**src/rtl/rst_pkg.sv**
```systemverilog
// Shared types and elaboration helpers for the stage-reset release sequencer.
package rst_pkg;

    typedef enum logic [2:0] {
        HOLD     = 3'd0,
        WAIT_DLY = 3'd1,
        WAIT_ACK = 3'd2,
        DONE     = 3'd3,
        ERR      = 3'd4
    } state_e;

    function automatic int clog2(input int v);
        int r;
        r = 0;
        for (int i = 0; i < 31; i++) begin
            if ((32'sd1 <<< i) < v) begin
                r = i + 1;
            end
        end
        return r;
    endfunction

    function automatic int max2(input int a, input int b);
        return (a > b) ? a : b;
    endfunction

    // Stage index width; a single stage still needs one bit to carry the index.
    function automatic int stg_w(input int nstg);
        return max2(1, clog2(nstg));
    endfunction

    function automatic bit params_ok(input int nstg, input int dly, input int tout);
        return (nstg >= 1) && (nstg <= 16) && (dly >= 1) && (tout >= 1);
    endfunction

endpackage

```
**src/rtl/rst_release_seq_if.sv**
```systemverilog
// Stage-reset bus between the release sequencer (master) and the subsystems it gates (slave).
interface rst_release_seq_if
    import rst_pkg::*;
#(
    parameter int NSTG = 4
) ();
    localparam int SW = stg_w(NSTG);

    logic            rsti;
    logic [NSTG-1:0] ack;
    logic [NSTG-1:0] rst_o;
    logic [SW-1:0]   stg_o;
    logic            ready;
    logic            err;

    modport master (
        input  rsti,
        input  ack,
        output rst_o,
        output stg_o,
        output ready,
        output err
    );

    modport slave (
        output rsti,
        output ack,
        input  rst_o,
        input  stg_o,
        input  ready,
        input  err
    );
endinterface

```
**src/rtl/rst_tmr.sv**
```systemverilog
// Loadable up-counter with clear, enable and a terminal-count flag against a caller-supplied limit.
module rst_tmr #(
    parameter int CW = 4
) (
    input  logic          clk,
    input  logic          srst_n,
    input  logic          clr,
    input  logic          en,
    input  logic          ld,
    input  logic [CW-1:0] ld_val,
    input  logic [CW-1:0] lim,
    output logic          tc
);
    logic [CW-1:0] cnt_r;

    // Count register: clear beats load beats increment.
    always_ff @(posedge clk) begin
        if (!srst_n) begin
            cnt_r <= {CW{1'b0}};
        end else if (clr) begin
            cnt_r <= {CW{1'b0}};
        end else if (ld) begin
            cnt_r <= ld_val;
        end else if (en) begin
            cnt_r <= cnt_r + CW'(1);
        end else begin
            cnt_r <= cnt_r;
        end
    end

    assign tc = (cnt_r == lim);
endmodule

```
**src/rtl/rst_release_seq.sv**
```systemverilog
// Releases subsystem resets one stage at a time after the upstream reset drops,
// waiting a settle delay and then the stage's init-done before moving on.
module rst_release_seq
    import rst_pkg::*;
#(
    parameter int NSTG = 4,
    parameter int DLY  = 16,
    parameter int TOUT = 1024
) (
    input  logic clk,
    input  logic srst_n,
    rst_release_seq_if.master bus
);
    localparam int SW = stg_w(NSTG);
    localparam int CW = clog2(max2(DLY, TOUT) + 1);
    localparam logic [CW-1:0] DLY_LIM  = CW'(DLY - 1);
    localparam logic [CW-1:0] TOUT_LIM = CW'(TOUT - 1);
    localparam logic [SW-1:0] LAST_STG = SW'(NSTG - 1);

    generate
        if (!params_ok(NSTG, DLY, TOUT)) begin : g_bad_params
            $error("rst_release_seq: NSTG must be 1..16, DLY and TOUT must be >= 1");
        end
    endgenerate

    state_e          state_r;
    logic [NSTG-1:0] rst_r;
    logic [SW-1:0]   stg_r;
    logic            ready_r;
    logic            err_r;

    logic            ack_s;
    logic            tc_s;
    logic            cnt_clr_s;
    logic            cnt_en_s;
    logic [CW-1:0]   lim_s;

    assign ack_s = bus.ack[stg_r];

    // Timer control: one counter serves both waits, its limit follows the state.
    always_comb begin
        cnt_clr_s = 1'b1;
        cnt_en_s  = 1'b0;
        lim_s     = TOUT_LIM;
        case (state_r)
            WAIT_DLY: begin
                lim_s     = DLY_LIM;
                cnt_en_s  = 1'b1;
                cnt_clr_s = bus.rsti | tc_s;
            end
            WAIT_ACK: begin
                lim_s     = TOUT_LIM;
                cnt_en_s  = 1'b1;
                cnt_clr_s = bus.rsti | ack_s | tc_s;
            end
            default: begin
                lim_s     = TOUT_LIM;
                cnt_en_s  = 1'b0;
                cnt_clr_s = 1'b1;
            end
        endcase
    end

    rst_tmr #(
        .CW (CW)
    ) u_tmr (
        .clk    (clk),
        .srst_n (srst_n),
        .clr    (cnt_clr_s),
        .en     (cnt_en_s),
        .ld     (1'b0),
        .ld_val ({CW{1'b0}}),
        .lim    (lim_s),
        .tc     (tc_s)
    );

    // Sequencer FSM with registered outputs; an upstream reset aborts any sequence in flight.
    always_ff @(posedge clk) begin
        if (!srst_n) begin
            state_r <= HOLD;
            rst_r   <= {NSTG{1'b1}};
            stg_r   <= {SW{1'b0}};
            ready_r <= 1'b0;
            err_r   <= 1'b0;
        end else if (bus.rsti && (state_r != HOLD)) begin
            state_r <= HOLD;
            rst_r   <= {NSTG{1'b1}};
            stg_r   <= {SW{1'b0}};
            ready_r <= 1'b0;
        end else begin
            case (state_r)
                HOLD: begin
                    rst_r   <= {NSTG{1'b1}};
                    ready_r <= 1'b0;
                    stg_r   <= {SW{1'b0}};
                    if (!bus.rsti) begin
                        state_r <= WAIT_DLY;
                    end else begin
                        state_r <= HOLD;
                    end
                end
                WAIT_DLY: begin
                    if (tc_s) begin
                        rst_r[stg_r] <= 1'b0;
                        state_r      <= WAIT_ACK;
                    end else begin
                        state_r      <= WAIT_DLY;
                    end
                end
                WAIT_ACK: begin
                    // An ack on the final timeout cycle still counts as success.
                    if (ack_s) begin
                        if (stg_r == LAST_STG) begin
                            state_r <= DONE;
                            ready_r <= 1'b1;
                        end else begin
                            stg_r   <= stg_r + SW'(1);
                            state_r <= WAIT_DLY;
                        end
                    end else if (tc_s) begin
                        state_r <= ERR;
                        err_r   <= 1'b1;
                        rst_r   <= {NSTG{1'b1}};
                        ready_r <= 1'b0;
                    end else begin
                        state_r <= WAIT_ACK;
                    end
                end
                DONE: begin
                    ready_r <= 1'b1;
                    rst_r   <= {NSTG{1'b0}};
                end
                ERR: begin
                    rst_r   <= {NSTG{1'b1}};
                    err_r   <= 1'b1;
                    ready_r <= 1'b0;
                end
                default: begin
                    state_r <= HOLD;
                    rst_r   <= {NSTG{1'b1}};
                    stg_r   <= {SW{1'b0}};
                    ready_r <= 1'b0;
                end
            endcase
        end
    end

    assign bus.rst_o = rst_r;
    assign bus.stg_o = stg_r;
    assign bus.ready = ready_r;
    assign bus.err   = err_r;
endmodule
```
**src/flat_wrapper.sv**
```systemverilog
// flat-port wrapper written by rule: the top's interface ports become plain ports
module rst_release_seq_flat import rst_pkg::*;
#(
    parameter int NSTG = 4,
    parameter int DLY  = 16,
    parameter int TOUT = 1024
)
  (clk, srst_n, bus_rsti, bus_ack, bus_rst_o, bus_stg_o, bus_ready, bus_err);
  rst_release_seq_if #(.NSTG(NSTG)) bus_i ();
  input  logic clk;
  input  logic srst_n;
  input wire logic [$bits(bus_i.rsti)-1:0] bus_rsti;
  input wire logic [$bits(bus_i.ack)-1:0] bus_ack;
  output wire logic [$bits(bus_i.rst_o)-1:0] bus_rst_o;
  output wire logic [$bits(bus_i.stg_o)-1:0] bus_stg_o;
  output wire logic [$bits(bus_i.ready)-1:0] bus_ready;
  output wire logic [$bits(bus_i.err)-1:0] bus_err;
  assign bus_i.rsti = bus_rsti;
  assign bus_i.ack = bus_ack;
  assign bus_rst_o = bus_i.rst_o;
  assign bus_stg_o = bus_i.stg_o;
  assign bus_ready = bus_i.ready;
  assign bus_err = bus_i.err;
  rst_release_seq #(.NSTG(NSTG), .DLY(DLY), .TOUT(TOUT)) u_core (.clk(clk), .srst_n(srst_n), .bus(bus_i));
endmodule
```
**config.mk**
```make
export PLATFORM = sky130hd
export DESIGN_NAME = rst_release_seq_flat
export DESIGN_NICKNAME = d
export VERILOG_FILES = /design/src/rtl/rst_pkg.sv /design/src/rtl/rst_release_seq_if.sv /design/src/rtl/rst_tmr.sv /design/src/rtl/rst_release_seq.sv /design/src/flat_wrapper.sv
export SDC_FILE = /design/constraint.sdc
export NUM_CORES = 1
export LEC_CHECK = 0
export ABC_AREA = 1
export CORE_MARGIN = 2
export CORE_UTILIZATION = 57
export CTS_BUF_LIST = sky130_fd_sc_hd__clkbuf_2
export CTS_CLUSTER_DIAMETER = 100
export DETAILED_ROUTE_END_ITERATION = 10
export DONT_BUFFER_PORTS = 1
export PLACE_DENSITY = 0.72
export SKIP_LAST_GASP = 1
export SLEW_MARGIN = 20
export SYNTH_ARGS = -nofsm -noshare
export SYNTH_HDL_FRONTEND = slang
export SYNTH_SLANG_ARGS = --single-unit
```
**constraint.sdc**
```tcl
create_clock -name clk -period 2.15 [get_ports clk]
set_input_delay 0.43 -clock clk [delete_from_list [all_inputs] [get_ports clk]]
set_output_delay 0.43 -clock clk [all_outputs]
set_load 0.01 [all_outputs]
```
Yosys cells after proc, flatten, opt, wreduce, memory -nomap -nowiden --
Index checks and enable logic that the tools add are counted.
Word-level totals: bits in registers 22, output and inout bits 8, logic and storage cells 73
Operators by class: add/sub/neg operators 2, magnitude comparators 2, eq/ne operators 13, muxes and demuxes 27, bitwise gates (word level) 9, reductions and logical operators 14
Operators with widths (number):
- 2-to-1 mux 4 bit | 3
- case mux 3 bit (4 select lines) | 1
- case mux 4 bit (3 select lines) | 1
- adder 11 x 1 -> 11 bit, second input constant | 1
- equality test 11 bit | 1
- 2-to-1 mux 10 bit | 1
- 2-to-1 mux 1 bit | 9
- AND reduction 3 bit | 3
- 2-to-1 mux 2 bit | 4
- OR reduction 2 bit | 4
- equality test 3 x 2 -> 1 bit, second input constant | 2
- 2-to-1 mux 3 bit | 2
- != test 2 x 1 -> 1 bit, second input constant | 3
- bitwise AND 4 bit | 1
- != test 2 bit, second input constant | 2
- inverter 1 bit | 4
- inverter 4 bit | 1
- case mux 1 bit (2 select lines) | 2
- case mux 2 bit (2 select lines) | 1
- AND reduction 4 bit | 1
- equality test 3 x 1 -> 1 bit, second input constant | 1
- equality test 3 bit, second input constant | 1
- zero test 3 bit | 1
- less-than comparator 2 x 3 -> 1 bit, second input constant | 1
- other kinds (13) | 16

Logic depth before layout (Yosys ltp) --
depth in word-level cells 8, gate-level depth with buffers 10, gate-level depth less buffers 10

Hierarchy --
Synthesis repeated with hierarchy kept, for this count alone.
Unflattened totals: cells, all modules 227, area total of the unflattened synthesis 1607.8 µm²
Modules (own cells, without submodules):
- rst_release_seq | times used 1, cells each 110, area each 805.8 µm², sequential area each 220.2 µm²
- rst_tmr | times used 1, cells each 117, area each 802.0 µm², sequential area each 220.2 µm²

Worst setup path after synthesis --
No wires, ideal clock.
path kind register to register, from register u_core.u_tmr.cnt_r[0], to register u_core.rst_r[0], in the netlist u_core.bus.rst_o[0], arrival time 1.331 ns, data required time 2.021 ns, setup slack 0.689 ns, cell stages (with the launch flop) 9, path buffers 0, period minus slack after synthesis 1.461 ns, path through dfxtp_1 ha_1 nand3_1 nor2_1 nand3_2 nand2_1 nand2_1 nand2_1 nand3_1
On the way: word-level cells in the longest chain between the ends 3
RTL lines:
- start: declaration | RTL line rst_tmr.sv:14 | logic [CW-1:0] cnt_r;
- start signal: assignment | RTL line rst_tmr.sv:19 | cnt_r <= {CW{1'b0}};
- start signal: assignment | RTL line rst_tmr.sv:21 | cnt_r <= {CW{1'b0}};
- start signal: assignment | RTL line rst_tmr.sv:23 | cnt_r <= ld_val;
- equality test 11 bit * | RTL line rst_tmr.sv:31 | assign tc = (cnt_r == lim);
- != test 2 x 1 -> 1 bit (no source line)
- AND reduction 3 bit (no source line) *
- end signal: assignment | RTL line rst_release_seq.sv:81 | rst_r <= {NSTG{1'b1}};
- end signal: assignment | RTL line rst_release_seq.sv:87 | rst_r <= {NSTG{1'b1}};
- end signal: assignment | RTL line rst_release_seq.sv:93 | rst_r <= {NSTG{1'b1}};
- end: declaration | RTL line rst_release_seq.sv:27 | logic [NSTG-1:0] rst_r;
Every way passes the cells marked *; elsewhere a longest branch is shown, timed or not. A chain may end at the register's enable or synchronous reset.

Worst setup path in the final report --
from register u_core.u_tmr.cnt_r[1], to register u_core.rst_r[1], in the netlist u_core.bus.rst_o[1]
Same word-level chain as after synthesis.

==> reports/qor.txt <==
Cell Area, Synth: 0.001302 sq mm
DR pass1 iterations: 4
H-tree depth: 1
Fmax: 578.0 MHz
leak pwr: 0.5637 nW
register bit total from synthesis: 22
actual slew at the worst max-slew pin: 0.4202 ns
ant diodes: 0
final period utilization: 80.47%
routed wire length per instance: 11.61 um
Crit path largest cell delay: 0.43 ns
synth unique cells: 27
Residual DRC: 0
Max Cap Violations: 0
final wirelength: 2.543 mm
crit-path cells: ha_1 > nand3_1 > nor2_1 > nand3_2 > nand2_1 > nand2_1 > nand2_1 > nand3_1
FILL cells: 223
Die X: 51.80 um
Rows: 17
Final Hold Fails: 0
FF+latch area: 440.4 sq um
most common cell after layout, fill and taps aside: nand2_1
DRT antenna net count: 0
met3 wire length: 82 um
maximum clock path buffer count: 2
Root Buffer: clkbuf_2
routed vias/inst: 5.393
crit path max fanout: 5
total track usage: 21.92%
Port Buffers: 0
CTS tree: yes
largest net degree at the start of global routing: 12
placed insts: 216
multi-input logic area: 769.5 sq um
# setup viols final: 0
GP Congestion: 0.8923
crit path kind: register to register
met2 WL: 1.303 mm
Metal-1 WL: 1.092 mm
Mapped Cells: 189
RSZ-0062 raised after global routing: false
area grow syn2layout: 2.978%
highest routed layer: met4
DPL Wire Length: 1.986 mm
post-synthesis sequential area ratio: 33.81%
Clock Latency Late Sink: 0.31 ns
VDD IR max: 379.9 uV
clk sinks: 22
fraction of layout cells with a size suffix above 1: 10.99%
chip height: 51.80 um
Final nets: 205
syn nets: 201
io pins: 15
post-cts sizing count: 0
Initial Utilization: 59.45%
post-route total power: 681.9 uW
Crit. End Element: register
setup_tns: 0 ns
most frequent cells in the layout: nand2_1, nor2_1, dfxtp_1
required time worst endpoint: 2.37 ns
Slew Viols, Final: 0
Critical Path Start Type: register
Yosys warning count: 0
vias in the first global route: 1122
number of buffers created by CTS: 3
crit-path most repeated cell: nand2_1
initial antenna violation count: 0
die area: 0.002683 sq mm
Slowest cell on crit path: dfxtp_1
Core Box Area: 0.002191 sq mm
max_slew headroom: 71.99%
first-pass GRT wire length: 4.491 mm
Worst Hold Class: input pin to register
PD cells: 508.4 mW/mm^2
syn avg cell area: 6.892 sq um
Layout Cells excl Fill: 219
status: finished clean
hold_buf cts: 0
initial drt markers: 32
crit path DAT: 1.95 ns
total gr overflow: 0
setup repair bufs after CTS: 0
Reg clk slew, reported paths: 0.19 ns
clk_skew: 0.003244 ns
routed vias: 1181
fin crit period: 1.730 ns
-- area by class of cell --
| cell class | count | share of cell area [%] |
|---|---|---|
| Multi-Input combinational cell | 145 | 57.37 |
| Sequential cell | 22 | 32.84 |
| Inverter | 21 | 6.063 |
| Tap cell | 28 | 2.612 |
| Clock buffer | 3 | 1.119 |
-- path summary, 6_finish.rpt --
check        slack [ns]             startpoint  depth (start not counted)                     to
min                0.32                 srst_n                          2         u_core.bus.err
min reg2reg        0.50  u_core.u_tmr.cnt_r[0]                          1  u_core.u_tmr.cnt_r[0]
max                0.42  u_core.u_tmr.cnt_r[1]                          8    u_core.bus.rst_o[1]
max reg2reg        0.42  u_core.u_tmr.cnt_r[1]                          8    u_core.bus.rst_o[1]
-- critical path: cells and delay by family, from the launching register on --
| kind | cells | cell delay, ns |
|---|---|---|
| DFF | 1 | 0.43 |
| adders and majority gates | 1 | 0.22 |
| and+or+nand+nor | 7 | 0.99 |
-- per-stage QoR --
step	util (%)	hold slack, ns	setup slack, ns	instance area [sq um]
3_5_place_dp	60.54	0.4598	0.4716	1326
3_3_place_gp	60.54	0.4425	0.5736	1326
6_report	61.22	0.3204	0.4198	1341
2_1_floorplan	-	0.4298	0.6895	1303
4_1_cts	61.22	0.3015	0.4485	1341
5_1_grt	61.22	0.2950	0.2280	1341
-- sequential cells by signal, summed over array words and instances (netlist names) --
signal and cells:
u_core.state_r 3, u_core.bus.err 1, u_core.bus.rst_o 4, u_core.bus.ready 1, u_core.u_tmr.cnt_r 11, u_core.bus.stg_o 2
-- logic make-up after synthesis --
group / synth area share [%]
xor gates and xnor gates: 3.363
DFF: 33.81
AOI/OAI and AO/OA: 10.85
and+or+nand+nor: 40.06
buffers and inverters: 7.109
adders and majority gates: 4.803
-- metal layers --
layer	vias up	track usage, %
met1	528	25.00
li1	617	-
met2	28	38.46
met3	8	3.161
met5	-	0
met4	0	13.16
-- report_power, final --
part           switching (mW)  total, mW  internal (mW)
Sequential             0.0164      0.436          0.420
Clock                   0.116      0.154         0.0381
Combinational          0.0621     0.0920         0.0299
Total                   0.194      0.682          0.488
-- cells in the mapped netlist (all sizes together) --
cell / number / area share, %
a21oi: 13 / 5.3
nor3: 5 / 3.9
ha: 5 / 4.8
nor3b: 2 / 1.5
nand4: 1 / 0.48
inv: 21 / 6.2
xnor2: 3 / 2.0
o211ai: 1 / 0.58
o21bai: 2 / 1.2
xor2: 2 / 1.3
o21ai: 10 / 3.8
nor2: 26 / 8.1
buf: 1 / 0.86
nand2: 53 / 16
nand3: 22 / 10
dfxtp: 22 / 34
Note: power is estimated with default switching activity, not from simulation.
